`src/rtl/stopwatch_pkg.sv`:
```
// stopwatch_pkg: shared FSM encoding and lap-word layout for the stopwatch blocks
package stopwatch_pkg;

    typedef enum logic [1:0] {LIVE, HOLD, BROWSE} sw_state_e;

    localparam int LAP_W   = 19;
    localparam int MS_LSB  = 0;
    localparam int MS_W    = 7;
    localparam int SEC_LSB = 7;
    localparam int SEC_W   = 6;
    localparam int MIN_LSB = 13;
    localparam int MIN_W   = 6;

    function automatic logic [LAP_W-1:0] pack_lap(input logic [MIN_W-1:0] m,
                                                  input logic [SEC_W-1:0] s,
                                                  input logic [MS_W-1:0] ms);
        return {m, s, ms};
    endfunction

endpackage

```
`src/rtl/lap_store.sv`:
```
// lap_store: lap word memory, synchronous write and combinational read, never cleared
module lap_store
    import stopwatch_pkg::*;
#(
    parameter int DEPTH = 8,
    localparam int AW = $clog2(DEPTH)
) (
    input  logic             clk,
    input  logic             we,
    input  logic [AW-1:0]    waddr,
    input  logic [LAP_W-1:0] wdata,
    input  logic [AW-1:0]    raddr,
    output logic [LAP_W-1:0] rdata
);

    logic [LAP_W-1:0] mem [DEPTH];

    always_ff @(posedge clk) begin
        if (we) mem[waddr] <= wdata;
    end

    assign rdata = mem[raddr];

endmodule

```
`src/rtl/lap_record_ctrl.sv`:
```
// lap_record_ctrl: stopwatch lap capture, timed hold display and lap browsing
module lap_record_ctrl
    import stopwatch_pkg::*;
#(
    parameter int DEPTH = 8,
    parameter int HOLD_CYCLES = 100,
    localparam int AW = $clog2(DEPTH)
) (
    input  logic          clk,
    input  logic          rst,
    input  logic          record,
    input  logic          browse,
    input  logic          clear,
    input  logic [5:0]    min_i,
    input  logic [5:0]    sec_i,
    input  logic [6:0]    ms_10_i,
    output logic [5:0]    min_o,
    output logic [5:0]    sec_o,
    output logic [6:0]    ms_10_o,
    output logic          showing_lap_o,
    output logic [AW-1:0] lap_idx_o,
    output logic [AW:0]   lap_cnt_o,
    output logic          full_o
);

    localparam int HW = (HOLD_CYCLES > 1) ? $clog2(HOLD_CYCLES) : 1;
    localparam int HR = HOLD_CYCLES - 1;
    localparam logic [HW-1:0] HOLD_RELOAD = HR[HW-1:0];
    localparam logic [AW:0] FULL_CNT = DEPTH[AW:0];

    sw_state_e        state, state_n;
    logic [AW:0]      cnt, cnt_n;
    logic [AW-1:0]    idx, idx_n, raddr;
    logic [HW-1:0]    hcnt, hcnt_n;
    logic             full, accept, step;
    logic [LAP_W-1:0] rdata;

    assign full   = cnt == FULL_CNT;
    assign accept = record && !full;
    // a record pulse always masks browse, even when the record itself is refused
    assign step   = browse && !record;
    assign raddr  = (state == HOLD) ? AW'(cnt - 1'b1) : idx;

    lap_store #(.DEPTH(DEPTH)) u_store (
        .clk  (clk),
        .we   (accept && !clear && rst),
        .waddr(cnt[AW-1:0]),
        .wdata(pack_lap(min_i, sec_i, ms_10_i)),
        .raddr(raddr),
        .rdata(rdata)
    );

    always_comb begin
        state_n = state;
        cnt_n   = cnt;
        idx_n   = idx;
        hcnt_n  = hcnt;
        if (clear) begin
            state_n = LIVE;
            cnt_n   = '0;
            idx_n   = '0;
            hcnt_n  = '0;
        end else begin
            if (accept) cnt_n = cnt + 1'b1;
            case (state)
                LIVE: begin
                    if (accept) begin
                        state_n = HOLD;
                        hcnt_n  = HOLD_RELOAD;
                    end else if (step && cnt != '0) begin
                        state_n = BROWSE;
                        idx_n   = '0;
                    end
                end
                HOLD: begin
                    if (accept) begin
                        hcnt_n = HOLD_RELOAD;
                    end else if (step) begin
                        state_n = BROWSE;
                        idx_n   = '0;
                    end else if (hcnt == '0) begin
                        state_n = LIVE;
                    end else begin
                        hcnt_n = hcnt - 1'b1;
                    end
                end
                BROWSE: begin
                    if (step) begin
                        state_n = ({1'b0, idx} == cnt - 1'b1) ? LIVE : BROWSE;
                        idx_n   = ({1'b0, idx} == cnt - 1'b1) ? '0 : idx + 1'b1;
                    end
                end
                default: state_n = LIVE;
            endcase
        end
    end

    always_ff @(posedge clk) begin
        if (!rst) begin
            state <= LIVE;
            cnt   <= '0;
            idx   <= '0;
            hcnt  <= '0;
        end else begin
            state <= state_n;
            cnt   <= cnt_n;
            idx   <= idx_n;
            hcnt  <= hcnt_n;
        end
    end

    always_ff @(posedge clk) begin
        if (!rst) begin
            min_o         <= '0;
            sec_o         <= '0;
            ms_10_o       <= '0;
            showing_lap_o <= 1'b0;
            lap_idx_o     <= '0;
        end else begin
            min_o         <= (state == LIVE) ? min_i : rdata[MIN_LSB +: MIN_W];
            sec_o         <= (state == LIVE) ? sec_i : rdata[SEC_LSB +: SEC_W];
            ms_10_o       <= (state == LIVE) ? ms_10_i : rdata[MS_LSB +: MS_W];
            showing_lap_o <= state != LIVE;
            lap_idx_o     <= (state == LIVE) ? '0 : raddr;
        end
    end

    assign lap_cnt_o = cnt;
    assign full_o    = full;

endmodule

```
`config.mk`:
```
export PLATFORM = sky130hd
export DESIGN_NAME = lap_record_ctrl
export DESIGN_NICKNAME = d
export VERILOG_FILES = /design/src/rtl/stopwatch_pkg.sv /design/src/rtl/lap_store.sv /design/src/rtl/lap_record_ctrl.sv
export SDC_FILE = /design/constraint.sdc
export NUM_CORES = 1
export LEC_CHECK = 0
export ABC_CLOCK_PERIOD_IN_PS = 6700
export BUFFER_PORTS_ARGS = -buffer_cell sky130_fd_sc_hd__clkbuf_2
export CORE_ASPECT_RATIO = 1.5
export CORE_MARGIN = 4
export CORE_UTILIZATION = 35
export DETAILED_ROUTE_END_ITERATION = 10
export PLACE_DENSITY_LB_ADDON = 0.25
export SETUP_SLACK_MARGIN = 0.2
export SLEW_MARGIN = 20
export SYNTH_ARGS = -nofsm -noshare
export SYNTH_HDL_FRONTEND = slang
export SYNTH_SLANG_ARGS = --single-unit
```
`constraint.sdc`:
```
create_clock -name clk -period 6.7 [get_ports clk]
set_input_delay 1.34 -clock clk [delete_from_list [all_inputs] [get_ports clk]]
set_output_delay 1.34 -clock clk [all_outputs]
set_load 0.05 [all_outputs]
```
* Yosys cells after proc, flatten, opt, wreduce, memory -nomap -nowiden
Memory sizes are Yosys's and may differ from the RTL's.
Cells that the tools add are included.
** Storage, ports and cells
- Bits of input ports :: 24
- Memories kept :: 1
- Register bits after elaboration :: 39
- Logic and storage cells :: 74
- Memory bits (writable) :: 152
** Memory list
- u_store.mem :: depth 8, width 19, read ports 1, clocked after Yosys merged registers in 0, wr ports 1, RTL line lap_store.sv:16 : logic [LAP_W-1:0] mem [DEPTH];
** Operators by class
- Multiplexer cells :: 26
- Equality and inequality tests :: 14
- Reduce and logical (&&, ||, !) cells :: 19
- Bitwise logic cells :: 1
- Add/subtract/negate cells :: 4
** Operators with widths (number)
- 2-to-1 mux 7 bit :: 5
- 2-to-1 mux 3 bit :: 7
- 2-to-1 mux 2 bit :: 7
- case mux 7 bit (2 select lines) :: 1
- 2-to-1 mux 6 bit :: 2
- != test 2 bit, second input constant :: 6
- != test 3 bit, second input constant :: 3
- case mux 3 bit (3 select lines) :: 1
- AND reduction 4 bit :: 2
- logical NOT 7 bit :: 1
- subtractor 7 x 1 -> 7 bit, second input constant :: 1
- case mux 2 bit (3 select lines) :: 1
- AND reduction 6 bit :: 1
- logical AND 1 bit :: 5
- adder 4 x 1 -> 4 bit, second input constant :: 1
- equality test 3 x 4 -> 1 bit :: 1
- equality test 4 bit, second input constant :: 1
- nonzero test 2 bit :: 2
- nonzero test 4 bit :: 1
- OR reduction 2 bit :: 2
- subtractor 4 x 1 -> 4 bit, second input constant :: 1
- adder 3 x 1 -> 3 bit, second input constant :: 1
- logical NOT 1 bit :: 3
- != test 3 x 2 -> 1 bit, second input constant :: 1
- other kinds (6) :: 7

* Longest topological paths before layout
- Depth after elaboration :: 7
- Depth in mapped cells :: 10

* Cells and area by module
From an unflattened synthesis, not the netlist that was laid out.
** Second synthesis, totals
- Cells, all modules :: 440
- Area total of the unflattened synthesis :: 7627.3 um^2
** By module, submodules not included
- lap_store :: cells each 232, times used 1, sequential area each 4564.4 um^2, area an instance 5879.4 um^2
- lap_record_ctrl :: cells each 208, times used 1, sequential area each 780.7 um^2, area an instance 1747.9 um^2

* Worst setup path after synthesis
Ideal clock, no wire load.
- Path kind :: register to register
- Start point :: register cnt[1], in the netlist lap_cnt_o[1]
- End point :: memory u_store.mem[1][0], enable pin
- Period minus slack after synthesis :: 3.825 ns
- Cell stages (with the launch flop) :: 9
- Path slack :: 2.875 ns
- Path buffers :: 1
- Setup time :: 0.419 ns
- Arrival time :: 3.406 ns
- Cell sequence :: dfxtp_1 clkbuf_1 inv_1 ha_1 and3b_1 nand2b_1 nor2_1 nand2_1 nor3_1
** Between the ends
- Longest elaborated chain between the ends :: 7
** RTL lines
- start: declaration :: RTL line lap_record_ctrl.sv:32 : logic [AW:0] cnt, cnt_n;
- start signal: assignment :: RTL line lap_record_ctrl.sv:106 : cnt <= cnt_n;
- equality test 4 bit :: RTL line lap_record_ctrl.sv:38 : assign full = cnt == FULL_CNT;
- net full_o :: RTL line lap_record_ctrl.sv:23 : output logic full_o
- logical NOT 1 bit :: RTL line lap_record_ctrl.sv:39 : assign accept = record && !full;
- logical AND 1 bit :: RTL line lap_record_ctrl.sv:39
- logical AND 1 bit (2 in series) :: RTL line lap_record_ctrl.sv:46 : .we (accept && !clear && rst),
- 2-to-1 mux 1 bit :: RTL line lap_store.sv:19 : if (we) mem[waddr] <= wdata;
- 2-to-1 mux 1 bit (implied by the code) :: RTL line lap_store.sv:19
- end: declaration :: RTL line lap_store.sv:16
The timed path passes the listed nets, and every way through them passes these cells.

* Worst setup path after layout
- Start point :: register state[1]
- End point :: register sec_o[3]
** Between the ends
- Longest elaborated chain between the ends :: 4
- Elaborated cells between the ends (all ways) :: 5
- Classes of those cells :: eq/ne: 1; mux: 2; reduce/logical: 1; memory: 1
** RTL lines
- start: declaration :: RTL line lap_record_ctrl.sv:31 : sw_state_e state, state_n;
- start signal: assignment :: RTL line lap_record_ctrl.sv:105 : state <= state_n;
- equality test 2 x 1 -> 1 bit :: RTL line lap_record_ctrl.sv:42 : assign raddr = (state == HOLD) ? AW'(cnt - 1'b1) : idx;
- 2-to-1 mux 3 bit :: RTL line lap_record_ctrl.sv:42
- memory read (8 x 19 bit)
- 2-to-1 mux 6 bit (*) :: RTL line lap_record_ctrl.sv:121 : sec_o <= (state == LIVE) ? sec_i : rdata[SEC_LSB +: SEC_W];
- end signal: assignment :: RTL line lap_record_ctrl.sv:121
- end: declaration :: RTL line lap_record_ctrl.sv:18 : output logic [5:0] sec_o,
Mark *: on every way between the ends. The rest lies on a longest branch, timed or not.
A chain may end at the register's enable or synchronous reset.

==> results.yml <==
power:
  p_total_uw: 2480
  ir_worst_vdd_mv: 0.184
  p_leak_uw: 0.00306
  power_density_nw_per_um2: 281
floorplan:
  core-area_um2: 21600
  die_width_um: 129
  num_io_pins: 52
  rows: 66
  die_area_um2: 24400
  start_util_pct: 35.5
  die_h_um: 189
clock_tree:
  h-tree-depth: 4
  cts_made_buffers: 17
  worstSkewPairLatency_ns: 0.43
  postCtsSetupBuffers: 0
  cts-resized-gates: 0
  postCtsHoldBufs: 0
  cts_tree: "built"
  clkTransAtPathRegs_ns: 0.07
  cts_buffer_depth: 2
  cts-root-buf: "clkbuf_16"
  clock_sinks: 191
setup_path:
  r2r_start: "state[1]$_SDFFE_PP0P_"
  path_class: "reg -> reg"
  required_ns: 7.02
  worstPathArrival_ns: 3.78
  path_max_fanout: 36
  regToRegSetupSlack_ns: 3.24
  r2r_cells: 5
  startpoint_type: "flip-flop"
  r2r_end: "sec_o[3]$_SDFF_PN0_"
  cp-end-kind: "flip-flop"
sta:
  finalSetupViolations: 0
  relSlewSlack_pct: 27.7
  rsz0062_at_grt: "false"
  holdWs_ns: 0.520
  fin_tns_setup_ns: 0
  worst_pin_slew_ns: 1.09
  maxSlewViolCount: 0
  fmax_ghz: 0.289
  period_minus_slack_ns: 3.46
  finalHoldViolCount: 0
  min_period_over_period_pct: 51.7
  fin_skew_ns: 0.0119
min_path:
  holdPathEnd: "hcnt[6]$_SDFFE_PP0P_"
  worstHoldStart: "hcnt[6]$_SDFFE_PP0P_"
  hold_depth: 1
  hold_class: "reg -> reg"
synth:
  syn-instance-count: 536
  synth_nets: 565
  ys_ff_latch: 191
  synth_top_area_cell: "edfxtp_1"
  ys_seq_area_share_pct: 69.6
  netlist-cell-type-count: 45
  avgSynthCellArea_um2: 14.3
  syn_area_um2: 7680
  ys_warn_count: 0
  synth_edf_count: 152
  async_reset_ff_share_pct: 0
  synth_area_leaders: "edfxtp_1 59%, dfxtp_1 10%, mux4_2 5.6%"
  synth_top_area_share_pct: 59.4
  synth-main-ff-cell: "edfxtp_1"
grt:
  grt_pass1_wl_um: 27800
  grt-ovfl-total: 0
  grt_max_degree: 39
  grt_usage_pct: 15.1
  antenna_found_initial: 2
  grt_pass1_vias: 4863
finish:
  synthToLayoutAreaGrowth_pct: 15.0
  num-fill-cells: 1990
  final_cell_mix: "152 x edfxtp_1, 72 x nand2_1, 51 x clkbuf_2"
  fin_nets: 611
  layout_commonest_cell: "edfxtp_1"
  antenna_cells: 0
  multi_input_area_um2: 2180
  drive_above_1_share_pct: 21.7
  seq_area_um2: 5350
placed_design:
  io_buffers: 51
  gp_congestion: 0.747
  hpwlAfterDp_um: 10600
routing:
  routed_wl_um: 17800
  drc: 0
  avgViaCountPerCell: 5.44
  antenna_left: 0
  dr.pass1.iters: 5
  drtIter0Drc: 301
  num_vias: 4720
  wire_per_inst_um: 20.5
status:
  status: "completed"
job:
  max_cap_violations: 0
[cell type report]
class                           count  share of cell area [%]
Clock buffer                       18                    4.97
Clock inverter                     14                    1.74
Inverter                           11                   0.467
Multi-Input combinational cell    300                    24.7
Sequential cell                   191                    60.5
Tap cell                          272                    3.85
Timing Repair Buffer               61                    3.74
[critical path, cell delays in order, from the launching register on]
cell     delay [ns]
dfxtp_1        0.57
and3b_1        0.54
a21oi_4        0.81
buf_4          0.57
mux4_2         0.58
a22o_1         0.24
[report_power, final]
group,leakage [uW],internal [uW],switching (uW)
Clock,0.000283,538,475
Combinational,0.00109,52.3,116
Sequential,0.00169,1290,7.97
Total,0.00306,1880,598
[synthesized netlist by cell type, types with 3 or more instances]
| library cell | instances |
|---|---|
| buf_4 | 3 |
| a22o_1 | 19 |
| o21ai_0 | 19 |
| nor3_1 | 5 |
| a221oi_1 | 19 |
| buf_2 | 15 |
| nand4_1 | 20 |
| dfxtp_1 | 39 |
| nand2_1 | 72 |
| mux4_2 | 19 |
| edfxtp_1 | 152 |
| nand2b_1 | 24 |
| buf_6 | 3 |
| clkbuf_1 | 12 |
| ha_1 | 5 |
| o21ai_1 | 3 |
| nor3b_1 | 3 |
| nor2b_1 | 4 |
| nor2_1 | 21 |
| xnor2_1 | 4 |
| nand3_1 | 3 |
| xor2_1 | 6 |
| a21oi_1 | 8 |
| a31oi_1 | 22 |
| inv_1 | 11 |
[stage by stage]
step | cell area (um^2) | utilization [%] | instances | worst slack (ns)
finish | 8830 | 40.8 | 867 | 3.24
global route | 8830 | 40.8 | 867 | 2.95
CTS | 8830 | 40.8 | 867 | 3.22
detailed placement | 8230 | 38.1 | 835 | 2.87
global placement | 8220 | 38.0 | 835 | 2.94
floorplan | 7680 | - | 536 | 2.87
[flip-flops by register name, indices dropped and copies added, names as in the netlist]
name / flops
ms_10_o: 7
sec_o: 6
lap_cnt_o: 4
min_o: 6
hcnt: 7
u_store.mem: 152
showing_lap_o: 1
state: 2
idx: 3
lap_idx_o: 3
[cells by family after synthesis]
kind of cell / share of synthesized area, %
buffers and inverters: 2.88
muxes: 5.57
adders and majority gates: 0.815
AOI/OAI and AO/OA: 9.52
DFF: 69.6
xor gates and xnor gates: 1.14
and+or+nand+nor: 10.5
[worst max path at each step]
| stage | end | slack [ns] | from |
|---|---|---|---|
| after floorplan | u_store.mem[1][0]$_DFFE_PP_ | 2.87 | lap_cnt_o[1]$_SDFFE_PP0P_ |
| after global placement | u_store.mem[0][0]$_DFFE_PP_ | 2.94 | clear |
| after detailed placement | u_store.mem[1][14]$_DFFE_PP_ | 2.87 | rst |
| after CTS | sec_o[3]$_SDFF_PN0_ | 3.22 | state[1]$_SDFFE_PP0P_ |
| after global routing | ms_10_o[2]$_SDFF_PN0_ | 2.95 | state[1]$_SDFFE_PP0P_ |
| final | sec_o[3]$_SDFF_PN0_ | 3.24 | state[1]$_SDFFE_PP0P_ |
[layer usage]
layer  vias to the layer above  global-route usage [%]  part of all wire [%]
met3                        42                    3.02                   4.2
met4                         4                    7.36                   3.3
met5                         -                       0                  0.11
li1                       2159                       -                     -
met2                       129                    26.1                    53
met1                      2386                    17.8                    40
Note: power is estimated with default switching activity, not from simulation.
